==> src/rtl/bsg_manycore_fsb_master_link_if.sv <==
// Ring and host handshake bundle for the FSB master link.
// master = link endpoint, slave = ring/host environment.
`timescale 1ns/1ps
interface bsg_manycore_fsb_master_link_if #(
  parameter int ring_width_p = 80,
  parameter int pkt_width_p  = 64,
  parameter int cred_width_p = 3
);
  logic                    v_i;
  logic [ring_width_p-1:0] data_i;
  logic                    ready_o;
  logic                    v_o;
  logic [ring_width_p-1:0] data_o;
  logic                    yumi_i;
  logic                    out_v_i;
  logic [pkt_width_p-1:0]  out_pkt_i;
  logic                    out_ready_o;
  logic                    in_v_o;
  logic [pkt_width_p-1:0]  in_pkt_o;
  logic                    in_yumi_i;
  logic [cred_width_p-1:0] credits_o;
  logic                    error_o;

  modport master (
    input  v_i, data_i, yumi_i,
    input  out_v_i, out_pkt_i, in_yumi_i,
    output ready_o, v_o, data_o,
    output out_ready_o, in_v_o, in_pkt_o,
    output credits_o, error_o
  );

  modport slave (
    output v_i, data_i, yumi_i,
    output out_v_i, out_pkt_i, in_yumi_i,
    input  ready_o, v_o, data_o,
    input  out_ready_o, in_v_o, in_pkt_o,
    input  credits_o, error_o
  );
endinterface

==> src/rtl/bsg_manycore_fsb_master_link.sv <==
// FSB master endpoint for one manycore link: credit-limited
// host->ring sender plus ring->host receiver with credit return.
`timescale 1ns/1ps
module bsg_manycore_fsb_master_link #(
  parameter int ring_width_p     = 80,
  parameter int pkt_width_p      = 64,
  parameter int master_id_p      = 0,
  parameter int client_id_p      = 1,
  parameter int link_id_p        = 0,
  parameter int tag_width_p      = 4,
  parameter int remote_credits_p = 4
) (
  input logic clk_i,
  input logic reset_n_i,
  input logic en_i,
  bsg_manycore_fsb_master_link_if.master link
);

  localparam int cw = $clog2(remote_credits_p + 1);
  localparam int tw = tag_width_p;
  localparam int pw = pkt_width_p;
  localparam int rw = ring_width_p;

  localparam logic [3:0] mid = 4'(master_id_p);
  localparam logic [3:0] cid = 4'(client_id_p);
  localparam logic [tw-2:0] lid = (tw-1)'(link_id_p);
  localparam logic [cw-1:0] cmax = cw'(remote_credits_p);

  typedef enum logic [1:0] {
    EMPTY,
    DATA,
    CREDIT
  } state_e;

  state_e state;
  logic          v_r;
  logic [rw-1:0] data_r;
  logic [cw-1:0] credits;
  logic [cw-1:0] pend;
  logic [cw-1:0] pend_rem;
  logic          err_r;

  logic [pw-1:0] mem [2];
  logic          wp;
  logic          rp;
  logic [1:0]    cnt;

  logic          full;
  logic          empty;
  logic          ready;
  logic          pop;

  logic [3:0]    rx_dest;
  logic          rx_cmd;
  logic [tw-1:0] rx_tag;
  logic          rx_acc;
  logic          rx_bad;
  logic          rx_cred;
  logic          rx_push;

  logic          free;
  logic          cred_ack;
  logic          out_ready;
  logic          host_acc;
  logic          cred_ovf;

  logic [rw-1:0] data_word;
  logic [rw-1:0] cred_word;
  logic          unused_data;

  assign rx_dest = link.data_i[rw-1 -: 4];
  assign rx_cmd  = link.data_i[rw-5];
  assign rx_tag  = link.data_i[pw +: tw];
  assign unused_data = ^link.data_i[rw-6 : pw+tw];

  assign full  = (cnt == 2'd2);
  assign empty = (cnt == 2'd0);
  assign ready = reset_n_i & ~full;
  assign pop   = link.in_yumi_i & ~empty;

  assign rx_acc  = link.v_i & ready;
  assign rx_bad  = (rx_dest != mid) | rx_cmd
                 | (rx_tag[tw-1:1] != lid);
  assign rx_cred = rx_acc & ~rx_bad & rx_tag[0];
  assign rx_push = rx_acc & ~rx_bad & ~rx_tag[0];

  // A credit word accepted this cycle no longer counts as pending,
  // so data may follow it with no bubble.
  assign cred_ack  = v_r & link.yumi_i & (state == CREDIT);
  assign pend_rem  = pend - cw'(cred_ack);
  assign free      = (state == EMPTY) | link.yumi_i;
  assign out_ready = en_i & (credits != '0) & free
                   & (pend_rem == '0);
  assign host_acc  = link.out_v_i & out_ready;
  assign cred_ovf  = rx_cred & ~host_acc & (credits == cmax);

  always_comb begin
    data_word = '0;
    data_word[rw-1 -: 4] = cid;
    data_word[pw +: tw] = {lid, 1'b0};
    data_word[pw-1:0] = link.out_pkt_i;
    cred_word = '0;
    cred_word[rw-1 -: 4] = cid;
    cred_word[pw +: tw] = {lid, 1'b1};
  end

  always_ff @(posedge clk_i or negedge reset_n_i) begin
    if (!reset_n_i) begin
      state  <= EMPTY;
      v_r    <= 1'b0;
      data_r <= '0;
    end else if (free) begin
      unique case (1'b1)
        (pend_rem != '0): begin
          state  <= CREDIT;
          v_r    <= 1'b1;
          data_r <= cred_word;
        end
        host_acc: begin
          state  <= DATA;
          v_r    <= 1'b1;
          data_r <= data_word;
        end
        pop: begin
          state  <= CREDIT;
          v_r    <= 1'b1;
          data_r <= cred_word;
        end
        default: begin
          state  <= EMPTY;
          v_r    <= 1'b0;
          data_r <= '0;
        end
      endcase
    end
  end

  always_ff @(posedge clk_i or negedge reset_n_i) begin
    if (!reset_n_i) begin
      credits <= cmax;
      pend    <= '0;
      err_r   <= 1'b0;
    end else begin
      if (host_acc & ~rx_cred)
        credits <= credits - 1'b1;
      else if (rx_cred & ~host_acc & (credits != cmax))
        credits <= credits + 1'b1;
      pend <= pend_rem + cw'(pop);
      if ((rx_acc & rx_bad) | cred_ovf)
        err_r <= 1'b1;
    end
  end

  always_ff @(posedge clk_i or negedge reset_n_i) begin
    if (!reset_n_i) begin
      mem[0] <= '0;
      mem[1] <= '0;
      wp     <= 1'b0;
      rp     <= 1'b0;
      cnt    <= 2'd0;
    end else begin
      if (rx_push) begin
        mem[wp] <= link.data_i[pw-1:0];
        wp      <= ~wp;
      end
      if (pop)
        rp <= ~rp;
      cnt <= cnt + {1'b0, rx_push} - {1'b0, pop};
    end
  end

  assign link.ready_o     = ready;
  assign link.v_o         = v_r;
  assign link.data_o      = data_r;
  assign link.out_ready_o = out_ready;
  assign link.in_v_o      = ~empty;
  assign link.in_pkt_o    = mem[rp];
  assign link.credits_o   = credits;
  assign link.error_o     = err_r;

endmodule
==> src/flat_wrapper.sv <==
// flat-port wrapper written by rule: the top's interface ports become plain ports
module bsg_manycore_fsb_master_link_flat 
#(
  parameter int ring_width_p     = 80,
  parameter int pkt_width_p      = 64,
  parameter int master_id_p      = 0,
  parameter int client_id_p      = 1,
  parameter int link_id_p        = 0,
  parameter int tag_width_p      = 4,
  parameter int remote_credits_p = 4
)
  (clk_i, reset_n_i, en_i, link_v_i, link_data_i, link_yumi_i, link_out_v_i, link_out_pkt_i, link_in_yumi_i, link_ready_o, link_v_o, link_data_o, link_out_ready_o, link_in_v_o, link_in_pkt_o, link_credits_o, link_error_o);
  bsg_manycore_fsb_master_link_if #(.ring_width_p(ring_width_p), .pkt_width_p(pkt_width_p)) link_i ();
  input logic clk_i;
  input logic reset_n_i;
  input logic en_i;
  input wire logic [$bits(link_i.v_i)-1:0] link_v_i;
  input wire logic [$bits(link_i.data_i)-1:0] link_data_i;
  input wire logic [$bits(link_i.yumi_i)-1:0] link_yumi_i;
  input wire logic [$bits(link_i.out_v_i)-1:0] link_out_v_i;
  input wire logic [$bits(link_i.out_pkt_i)-1:0] link_out_pkt_i;
  input wire logic [$bits(link_i.in_yumi_i)-1:0] link_in_yumi_i;
  output wire logic [$bits(link_i.ready_o)-1:0] link_ready_o;
  output wire logic [$bits(link_i.v_o)-1:0] link_v_o;
  output wire logic [$bits(link_i.data_o)-1:0] link_data_o;
  output wire logic [$bits(link_i.out_ready_o)-1:0] link_out_ready_o;
  output wire logic [$bits(link_i.in_v_o)-1:0] link_in_v_o;
  output wire logic [$bits(link_i.in_pkt_o)-1:0] link_in_pkt_o;
  output wire logic [$bits(link_i.credits_o)-1:0] link_credits_o;
  output wire logic [$bits(link_i.error_o)-1:0] link_error_o;
  assign link_i.v_i = link_v_i;
  assign link_i.data_i = link_data_i;
  assign link_i.yumi_i = link_yumi_i;
  assign link_i.out_v_i = link_out_v_i;
  assign link_i.out_pkt_i = link_out_pkt_i;
  assign link_i.in_yumi_i = link_in_yumi_i;
  assign link_ready_o = link_i.ready_o;
  assign link_v_o = link_i.v_o;
  assign link_data_o = link_i.data_o;
  assign link_out_ready_o = link_i.out_ready_o;
  assign link_in_v_o = link_i.in_v_o;
  assign link_in_pkt_o = link_i.in_pkt_o;
  assign link_credits_o = link_i.credits_o;
  assign link_error_o = link_i.error_o;
  bsg_manycore_fsb_master_link #(.ring_width_p(ring_width_p), .pkt_width_p(pkt_width_p), .master_id_p(master_id_p), .client_id_p(client_id_p), .link_id_p(link_id_p), .tag_width_p(tag_width_p), .remote_credits_p(remote_credits_p)) u_core (.clk_i(clk_i), .reset_n_i(reset_n_i), .en_i(en_i), .link(link_i));
endmodule
==> config.mk <==
export PLATFORM = sky130hd
export DESIGN_NAME = bsg_manycore_fsb_master_link_flat
export DESIGN_NICKNAME = d
export VERILOG_FILES = /design/src/rtl/bsg_manycore_fsb_master_link_if.sv /design/src/rtl/bsg_manycore_fsb_master_link.sv /design/src/flat_wrapper.sv
export SDC_FILE = /design/constraint.sdc
export NUM_CORES = 1
export LEC_CHECK = 0
export ABC_AREA = 1
export BUFFER_PORTS_ARGS = -buffer_cell sky130_fd_sc_hd__clkbuf_2
export CAP_MARGIN = 20
export CORE_ASPECT_RATIO = 0.9
export CORE_MARGIN = 10
export CORE_UTILIZATION = 55
export DETAILED_ROUTE_END_ITERATION = 12
export PLACE_DENSITY_LB_ADDON = 0.12
export SLEW_MARGIN = 15
export SYNTH_ARGS = -nofsm -noshare
export SYNTH_HDL_FRONTEND = slang
export SYNTH_SLANG_ARGS = --single-unit
==> constraint.sdc <==
create_clock -name clk_i -period 4 [get_ports clk_i]
set_input_delay 0.4 -clock clk_i [delete_from_list [all_inputs] [get_ports clk_i]]
set_output_delay 0.4 -clock clk_i [all_outputs]
set_load 0.02 [all_outputs]
==> reports/metrics.csv, run 1 <==
stage,metric,value,unit
power,P_leak,0.00676,uW
clocking,root buffer cell,clkbuf_16,
yosys,largest family of logic cells by synthesized area,simple AND/OR/NAND/NOR gates,
floorplan,Die Ht,144,um
detailed_routing,DRC,0,
setup_path,CP startpoint kind,flip-flop,
power,Pwr Density,492,nW/um2
power,Logic pwr share,20.5,%
yosys,Synth area leaders,"dfrtp_1, nand2_1, o21ai_2, nand3_1, inv_1",
global_route,total global routing overflow,0,
place,Post-DP Area,10700,um2
power,Cell Int Power,3960,uW
timing,relative slew slack,34.6,%
detailed_routing,number of DRC markers in iteration 0,451,
yosys,Adder-Cell Fraction of Synth Area,1.01,%
power,share of total power in the clock network,38.6,%
global_route,vias in the first global route,7535,
place,DPL Wire Length,17100,um
setup_path,FF-to-FF End,u_core.link.data_o[15],
setup_path,Critical Path End Type,output port,
place,IO Port Bufs,281,
yosys,xor and xnor area share after synthesis,0.371,%
final_layout,Layout area overhead,22.5,%
power,sequential share of power,40.9,%
power,Net Sw Power,1720,uW
setup_path,critical path arrival,2.69,ns
setup_path,crit path from,u_core.link.data_o[64],
timing,Slew @ Worst Pin,0.980,ns
final_layout,Final #Nets,1498,
setup_path,critical path class,flip-flop to output port,
detailed_routing,routed len/inst,15.4,um
clocking,worst-case clock buffer depth,3,
setup_path,r2r setup slk,1.29,ns
timing,maximum clock rate,0.324,GHz
yosys,yosys warns,0,
clocking,setup bufs post-CTS,0,
yosys,Compound-Gate Fraction of Synth Area,10.3,%
min_path,Hold Path Origin,link_yumi_i,
yosys,Synth Instances,1086,
detailed_routing,WL final,24200,um
run_status,outcome,finished clean,
detailed_routing,Post-DRT Antenna Nets,0,
power,Max VDD drop,353,uV
timing,Fin. Hold Viols,0,
yosys,Synth cell types,26,
timing,setup TNS,0,ns
yosys,Post-Synth Simple-Gate Area,23.8,%
timing,Setup Skew,0.00720,ns
timing,fin crit share,77.2,%
clocking,"Reg clk slew, reported paths",0.06,ns
global_route,Total GRT Usage,20.8,%
min_path,Worst Hold Class,input pin to flip-flop,
yosys,Synth top area share,54.6,%
timing,unrepaired setup endpoints after global routing,false,
clocking,CTS tree,yes,
yosys,Post-synth EDFFs,0,
floorplan,Initial Util,56.0,%
yosys,register area share after synthesis,54.9,%
clocking,PostCTS Resize Cnt,0,
place,Final Wtd Congestion,0.769,
floorplan,I/O Pins,303,
floorplan,Die ar.,22800,um2
setup_path,CP Max Fanout,31,
yosys,multiplexer share of the synthesized area,0,%
final_layout,post-route design area,11600,um2
setup_path,R2R Path Start,u_core.link.data_o[64],
clocking,hold_buf cts,0,
min_path,WHS Endpoint,u_core.link.data_o[64],
floorplan,Rows,45,
floorplan,total core area,16800,um2
min_path,hold depth,2,
yosys,most common cell in the synthesized netlist,nand2_1,
timing,final setup violating endpoints,0,
yosys,ys async rst share,100,%
detailed_routing,vias,7619,
global_route,first-pass GRT wire length,38600,um
yosys,largest area contributor in the netlist,dfrtp_1,
yosys,"Avg Cell Area, Syn",8.69,um2
global_route,initial antenna violation count,1,
clocking,H-tree levels,1,
timing,Max Transition Viols Final,0,
detailed_routing,Pre-antenna DRT Iters,5,
clocking,# clock sinks,207,
floorplan,die width,158,um
power,Sw Share,30.3,%
global_route,largest net degree at the start of global routing,97,
clocking,CTS buffer count,22,
run,Max Cap Viol,0,
yosys,Post-synth top cells,"nand2_1, dfrtp_1, inv_1, o21ai_2, nand3_1",
final_layout,share of cells above drive strength 1,31.6,%
yosys,"flops & latches, synth",207,
yosys,synthesized cell area,9430,um2
setup_path,R2R depth,14,
detailed_routing,vias per cell,4.86,
yosys,main flop type after synthesis,dfrtp_1,
setup_path,Worst Path Required,3.60,ns
timing,min Tclk post-route,3.09,ns
clocking,Clock Latency Late Sink,0.49,ns
[critical path, cell delays in order, from the launching register on]
cell	delay, ns
dfrtp_1	0.36
inv_1	0.06
nor4_1	0.32
ha_1	0.21
ha_1	0.15
inv_1	0.04
nand2_1	0.05
nand2_1	0.08
nor2_1	0.16
inv_1	0.10
nor2_4	0.10
buf_4	0.31
clkbuf_2	0.23
[state kept, by name (all words and copies together), names as in the netlist, 2 cells and up]
name and flops:
u_core.cnt 2, u_core.link.credits_o 3, u_core.link.data_o 66, u_core.mem 128, u_core.pend 3
[area by class of cell]
type	instances	area (um2)
multi-input cells	725	3420
clock buffers	33	703
well taps	211	264
clock inverters	6	105
fillers	1415	5280
diodes	1	2.50
repair buffers	295	1550
inverters	89	334
flip-flops and latches	207	5180
[power by group through the flow]
stage	Clock (uW)	Sequential, uW	Combinational (uW)
floorplan	0	2450	657
global placement	0	2350	1170
detailed placement	0	2350	1190
CTS	2240	2320	1190
global route	2330	2340	1310
finish	2190	2320	1160
[stage by stage]
step	total power, uW	std cells	hold WS (ns)	util [%]	worst slack (ns)
2_1_floorplan	3110	1099	0.104	-	1.68
5_1_grt	5970	1566	0.117	68.6	0.694
3_3_place_gp	3520	1526	0.463	63.7	1.27
4_1_cts	5750	1565	0.111	68.5	0.891
3_5_place_dp	3540	1526	0.464	63.7	1.21
6_report	5680	1567	0.125	68.6	0.910
[routing by layer]
layer  share of wire, %  up-vias  global-route usage, %
met1                 40     3475                   25.0
met3                 11       34                   9.47
met2                 47      253                   33.5
li1                   -     3857                      -
met4                2.0        0                   5.11
met5                  0        -                      0
[how the worst max path moves through the flow]
stage                     slack (ns)  cells past startpoint                  endpoint
after floorplan                 1.68                     15  u_core.link.credits_o[1]
after global placement          1.27                     15    u_core.link.data_o[51]
after detailed placement        1.21                     15    u_core.link.data_o[52]
after CTS                       0.89                     12          link_out_ready_o
after global routing            0.69                     12          link_out_ready_o
final                           0.91                     12          link_out_ready_o
[cells in the final DEF (no fill, tap or decap), drive strengths merged, types with 6 or more instances in the layout]
| master | Yosys | layout |
|---|---|---|
| buf | 59 | 14 |
| clkbuf | 19 | 314 |
| conb | 1 | 14 |
| dfrtp | 206 | 206 |
| ha | 6 | 6 |
| inv | 89 | 88 |
| nand2 | 477 | 477 |
| nand3 | 73 | 73 |
| nor2 | 12 | 12 |
| o21ai | 135 | 135 |
[cells by family after synthesis]
group                      Yosys count
other                                1
xor gates and xnor gates             4
DFF                                207
buffers and inverters              167
and+or+nand+nor                    565
adders and majority gates            7
AOI/OAI and AO/OA                  135
(Power assumes the default switching activity.)
==> inputs of run 2 (changes only) <==
--- a/config.mk
+++ b/config.mk
@@ -10,7 +10,7 @@
 export CAP_MARGIN = 20
 export CORE_ASPECT_RATIO = 0.9
 export CORE_MARGIN = 10
-export CORE_UTILIZATION = 55
+export CORE_UTILIZATION = 51
 export DETAILED_ROUTE_END_ITERATION = 12
 export PLACE_DENSITY_LB_ADDON = 0.12
 export SLEW_MARGIN = 15
==> constraint.sdc (replaced) <==
create_clock -name clk_i -period 3.1 [get_ports clk_i]
set_input_delay 0.31 -clock clk_i [delete_from_list [all_inputs] [get_ports clk_i]]
set_output_delay 0.31 -clock clk_i [all_outputs]
set_load 0.02 [all_outputs]
==> reports/metrics.csv, run 2 (synthesized netlist as in run 1, its figures left out) <==
stage,metric,value,unit,change
timing,final setup violating endpoints,0,,unchanged
final_layout,Final #Nets,1495,,-0.20%
timing,Setup Skew,0.0136,ns,+0.00644 ns
final_layout,"commonest non-fill, non-tap cell in the layout",nand2_1,,
place,DPL Wire Length,17100,um,+0.30%
min_path,Worst Hold Class,input pin to async pin,,
setup_path,CP Max Fanout,14,,-55%
setup_path,critical path arrival,2.52,ns,-0.17 ns
global_route,Total GRT Usage,19.9,%,-0.92 points
run_status,failing checks,negative hold slack,,
final_layout,fill count,1668,,+18%
place,pre-CTS setup slack,0.524,ns,-0.687 ns
setup_path,critical path cell sequence,inv_1 > nor4_1 > ha_1 > ha_1 > inv_1 > nand2_1 > nand2_1 > nor2_1 > inv_1 > nor2_4 > buf_4 > clkbuf_2,,
global_route,initial antenna violation count,3,,+2
final_layout,share of cells above drive strength 1,31.3,%,-0.30 points
setup_path,FF-to-FF End,u_core.link.credits_o[1],,
timing,fin crit share,91.4,%,
detailed_routing,routed len/inst,15.5,um,+0.32%
floorplan,I/O Pins,303,,unchanged
power,Max VDD drop,470,uV,+33%
setup_path,critical path class,flip-flop to output port,,
detailed_routing,WL final,24700,um,+2.3%
floorplan,die width,163,um,+3.4%
timing,final setup margin,0.267,ns,-0.643 ns
setup_path,CP max-delay cell,dfrtp_1,,
floorplan,total core area,18300,um2,+8.6%
setup_path,r2r setup slk,0.55,ns,-0.74 ns
timing,setup TNS,0,ns,unchanged
floorplan,Rows,47,,+4.4%
timing,Fin. Hold Viols,11,,+11
floorplan,Die Ht,149,um,+3.3%
final_layout,max reg flops,128,,unchanged
clocking,"Reg clk slew, reported paths",0.06,ns,about the same
place,IO Port Bufs,281,,unchanged
final_layout,Layout Utilization,63.3,%,-5.3 points
setup_path,Critical Path End Type,output port,,
clocking,root buffer cell,clkbuf_16,,
setup_path,R2R Path Start,u_core.link.data_o[64],,
floorplan,Die ar.,24300,um2,+6.8%
global_route,total global routing overflow,0,,unchanged
clocking,worst-case clock buffer depth,3,,unchanged
setup_path,CP bufs+invs,5,,unchanged
clocking,Clock Latency Late Sink,0.49,ns,about the same
detailed_routing,number of DRC markers in iteration 0,508,,+13%
detailed_routing,DRC,0,,unchanged
clocking,CTS buffer count,22,,unchanged
final_layout,most frequent cells in the layout,"nand2_1, clkbuf_2, dfrtp_1, inv_1, o21ai_2",,
setup_path,CP dominant cell by count,inv_1,,
setup_path,Worst Path Required,2.79,ns,-0.81 ns
clocking,H-tree levels,1,,unchanged
final_layout,register with the highest flop count,u_core.mem,,
clocking,CTS tree,yes,,
clocking,setup bufs post-CTS,0,,unchanged
setup_path,CP startpoint kind,flip-flop,,
clocking,hold_buf cts,0,,unchanged
run_status,outcome,"finished, violations left",,
floorplan,Initial Util,51.6,%,-4.5 points
run,Max Cap Viol,0,,unchanged
setup_path,"delay-heaviest family, CP",simple AND/OR/NAND/NOR gates,,
clocking,PostCTS Resize Cnt,0,,unchanged
clocking,# clock sinks,207,,unchanged
detailed_routing,Pre-antenna DRT Iters,5,,unchanged
setup_path,R2R depth,15,,+1
place,Final Wtd Congestion,0.770,,about the same
power,P_leak,0.00675,uW,-0.24%
timing,maximum clock rate,0.353,GHz,
detailed_routing,Post-DRT Antenna Nets,0,,unchanged
global_route,first-pass GRT wire length,39700,um,+3.0%
global_route,vias in the first global route,7700,,+2.2%
detailed_routing,vias per cell,4.78,,-1.8%
detailed_routing,vias,7633,,+0.18%
timing,relative slew slack,30.8,%,-3.7 points
final_layout,Layout area overhead,22.8,%,
timing,Max Transition Viols Final,0,,unchanged
power,Pwr Density,638,nW/um2,+30%
setup_path,max incr delay on CP,0.38,ns,+0.02 ns
timing,min Tclk post-route,2.83,ns,
timing,unrepaired setup endpoints after global routing,false,,
timing,worst hold slack,-0.0357,ns,-0.160 ns
global_route,largest net degree at the start of global routing,157,,+62%
timing,Slew @ Worst Pin,1.04,ns,+0.0573 ns
-- run 2: worst reg2reg max path, stage by stage, from the launching register on --
cell and delay, ns:
dfrtp_1 0.38, inv_1 0.06, nor4_1 0.30, ha_1 0.22, ha_1 0.16, inv_1 0.04, nand2_1 0.05, nand2_1 0.07
nor2_1 0.14, inv_1 0.11, nor2_4 0.11, nand3_1 0.16, fa_1 0.52, inv_1 0.04, nand2_1 0.05, o21ai_1 0.05
-- run 2: area by class of cell --
class / instances / area, um2 / area share [%]
Antenna cell: 1 / 2.50 / 0.0216
Clock buffer: 32 / 669 / 5.78
Clock inverter: 7 / 135 / 1.17
Inverter: 89 / 334 / 2.88
Multi-Input combinational cell: 725 / 3420 / 29.5
Sequential cell: 207 / 5180 / 44.7
Tap cell: 245 / 307 / 2.65
Timing Repair Buffer: 292 / 1540 / 13.3
-- run 2: how the worst max path moves through the flow --
stage,start,endpoint,slack [ns],depth (start not counted)
CTS,u_core.link.data_o[64],link_out_ready_o,0.23,12
global placement,link_yumi_i,u_core.link.credits_o[1],0.55,16
finish,u_core.link.data_o[64],link_out_ready_o,0.27,12
floorplan,u_core.link.v_o,u_core.link.credits_o[1],0.78,15
detailed placement,link_yumi_i,u_core.link.credits_o[1],0.52,16
global route,u_core.link.data_o[64],link_out_ready_o,0.04,12
-- run 2: power breakdown --
part	switching, uW	total (uW)	internal [uW]
sequential	107	3000	2890
clock	1040	2870	1830
combinational	1100	1530	422
total	2250	7390	5140
-- run 2: per-stage QoR --
step	std cells	power [uW]	area (um2)
floorplan	1099	4010	9480
global placement	1558	4580	10800
detailed placement	1558	4600	10800
CTS	1597	7500	11600
global route	1597	7790	11600
finish	1598	7390	11600
-- run 2: per-layer routing --
layer  wire (um)  part of all wire (%)  GRT usage [%]
met5          23                 0.093              0
met4         432                   1.7           4.28
met3        2770                    11           9.02
met2       11700                    47           32.1
met1        9760                    39           24.0
==> inputs of run 3 (changes only) <==
--- a/config.mk
+++ b/config.mk
@@ -13,6 +13,8 @@
 export CORE_UTILIZATION = 51
 export DETAILED_ROUTE_END_ITERATION = 12
 export PLACE_DENSITY_LB_ADDON = 0.12
+export SKIP_CTS_REPAIR_TIMING = 1
+export SKIP_LAST_GASP = 1
 export SLEW_MARGIN = 15
 export SYNTH_ARGS = -nofsm -noshare
 export SYNTH_HDL_FRONTEND = slang
==> constraint.sdc (replaced) <==
create_clock -name clk_i -period 3.1 [get_ports clk_i]
set_input_delay 0.62 -clock clk_i [delete_from_list [all_inputs] [get_ports clk_i]]
set_output_delay 0.62 -clock clk_i [all_outputs]
set_load 0.02 [all_outputs]
==> reports/metrics.csv, run 3 (synthesized netlist as in run 1, its figures left out) <==
stage,metric,value,unit,change
floorplan,Rows,47,,unchanged
global_route,initial antenna violation count,3,,unchanged
clocking,# clock sinks,207,,unchanged
timing,fin crit share,93.6,%,+2.2 points
clocking,"Reg clk slew, reported paths",0.06,ns,about the same
setup_path,critical path arrival,2.28,ns,-0.24 ns
timing,final setup violating endpoints,0,,unchanged
floorplan,Die Ht,149,um,unchanged
clocking,worst-case clock buffer depth,3,,unchanged
final_layout,max reg flops,128,,unchanged
floorplan,Initial Util,51.6,%,unchanged
setup_path,FF-to-FF End,u_core.link.credits_o[2],,
final_layout,Layout area overhead,21.9,%,
clocking,CTS tree,yes,,
global_route,Total GRT Usage,19.5,%,-0.43 points
detailed_routing,Pre-antenna DRT Iters,6,,+1
clocking,Clock Latency Late Sink,0.49,ns,about the same
timing,Setup Skew,0.0122,ns,-0.00143 ns
setup_path,R2R Path Start,u_core.link.data_o[64],,
setup_path,Worst Path Required,2.48,ns,-0.31 ns
timing,maximum clock rate,0.345,GHz,-2.4%
final_layout,fill count,1653,,-0.90%
clocking,CTS buffer count,22,,unchanged
final_layout,register with the highest flop count,u_core.mem,,
run,Max Cap Viol,0,,unchanged
floorplan,Die ar.,24300,um2,unchanged
final_layout,most frequent cells in the layout,"nand2_1, clkbuf_2, dfrtp_1, inv_1, o21ai_2",,
final_layout,share of cells above drive strength 1,31.2,%,-0.097 points
final_layout,Layout Utilization,62.9,%,-0.43 points
place,pre-CTS setup slack,0.165,ns,-0.359 ns
floorplan,total core area,18300,um2,unchanged
power,P_leak,0.00671,uW,-0.56%
setup_path,crit path from,u_core.link.data_o[64],,
power,Pwr Density,614,nW/um2,-3.8%
floorplan,I/O Pins,303,,unchanged
detailed_routing,DRC,0,,unchanged
global_route,first-pass GRT wire length,39000,um,-1.8%
place,DPL Wire Length,16700,um,-2.4%
detailed_routing,routed len/inst,15.1,um,-2.4%
timing,setup TNS,0,ns,unchanged
detailed_routing,WL final,24200,um,-2.3%
detailed_routing,vias per cell,4.71,,-1.3%
timing,Max Transition Viols Final,0,,unchanged
global_route,largest net degree at the start of global routing,189,,+20%
setup_path,CP Max Fanout,4,,-10
setup_path,r2r setup slk,0.52,ns,-0.03 ns
global_route,vias in the first global route,7553,,-1.9%
timing,Fin. Hold Viols,0,,-11
timing,relative slew slack,34.9,%,+4.1 points
timing,unrepaired setup endpoints after global routing,false,,
setup_path,CP startpoint kind,flip-flop,,
timing,final setup margin,0.198,ns,-0.0690 ns
detailed_routing,vias,7538,,-1.2%
detailed_routing,number of DRC markers in iteration 0,504,,-0.79%
run_status,outcome,finished clean,,
final_layout,"commonest non-fill, non-tap cell in the layout",nand2_1,,
setup_path,Critical Path End,link_out_ready_o,,
place,IO Port Bufs,281,,unchanged
clocking,H-tree levels,1,,unchanged
floorplan,die width,163,um,unchanged
clocking,root buffer cell,clkbuf_16,,
min_path,Worst Hold Class,input pin to flip-flop,,
detailed_routing,Post-DRT Antenna Nets,0,,unchanged
setup_path,critical path class,flip-flop to output port,,
timing,min Tclk post-route,2.90,ns,+0.0690 ns
power,Max VDD drop,452,uV,-3.9%
setup_path,Critical Path End Type,output port,,
global_route,total global routing overflow,0,,unchanged
setup_path,R2R depth,17,,+2
power,overall power,7060,uW,-4.4%
timing,Slew @ Worst Pin,0.977,ns,-0.0608 ns
place,Final Wtd Congestion,0.772,,+0.31%
final_layout,Final #Nets,1496,,+0.067%
[run 3: changes by cell type in the layout (fill, tap and decap cells not counted), sizes merged]
cell,previous run,this run
dlygate4sd3,0,1
clkbuf,313,315
bufinv,4,0
clkinv,4,5
buf,11,12
[run 3: per-stage QoR]
stage               hold WS [ns]  area, um2  instances
detailed placement         0.464      10800       1558
floorplan                  0.324       9480       1099
global placement           0.462      10800       1558
finish                     0.348      11500       1599
CTS                      -0.0318      11500       1597
global route               0.335      11500       1598
[run 3: worst max-delay path: stages, from the launching register on]
cell,delay (ns)
dfrtp_1,0.37
inv_1,0.06
nor4_1,0.27
ha_1,0.19
ha_1,0.15
inv_1,0.04
nand2_1,0.05
nand2_1,0.09
nor2_2,0.13
inv_1,0.10
nor2_4,0.17
buf_4,0.18
[run 3: worst min path at each step]
stage | startpoint | endpoint | slack [ns] | cells after the start
finish | link_out_pkt_i[19] | u_core.link.data_o[19] | 0.35 | 3
floorplan | reset_n_i | u_core.cnt[0] | 0.32 | 0
global route | link_out_pkt_i[43] | u_core.link.data_o[43] | 0.34 | 3
global placement | u_core.link.data_o[37] | u_core.link.data_o[37] | 0.46 | 2
CTS | reset_n_i | u_core.link.data_o[57] | -0.03 | 1
detailed placement | u_core.link.data_o[60] | u_core.link.data_o[60] | 0.46 | 2
[run 3: final cells by class]
type / instances / area (um2) / share of cell area (%)
Antenna cell: 1 / 2.50 / 0.0218
Timing Repair Buffer: 293 / 1550 / 13.5
Multi-Input combinational cell: 725 / 3420 / 29.7
Clock inverter: 4 / 20.0 / 0.174
Inverter: 89 / 334 / 2.90
Tap cell: 245 / 307 / 2.66
Clock buffer: 35 / 691 / 6.00
Sequential cell: 207 / 5180 / 45.1
[run 3: per-layer routing]
| layer | GRT usage (%) | part of all wire, % |
|---|---|---|
| met3 | 9.00 | 12 |
| met5 | 0 | 0.070 |
| met1 | 24.1 | 40 |
| met4 | 4.01 | 1.4 |
| met2 | 30.6 | 47 |
[run 3: where the power goes]
part	internal (uW)	leakage, uW	switching [uW]	total [uW]
registers	2890	0.00285	109	3000
clock network	1520	0.000355	1030	2550
logic	413	0.00350	1100	1510
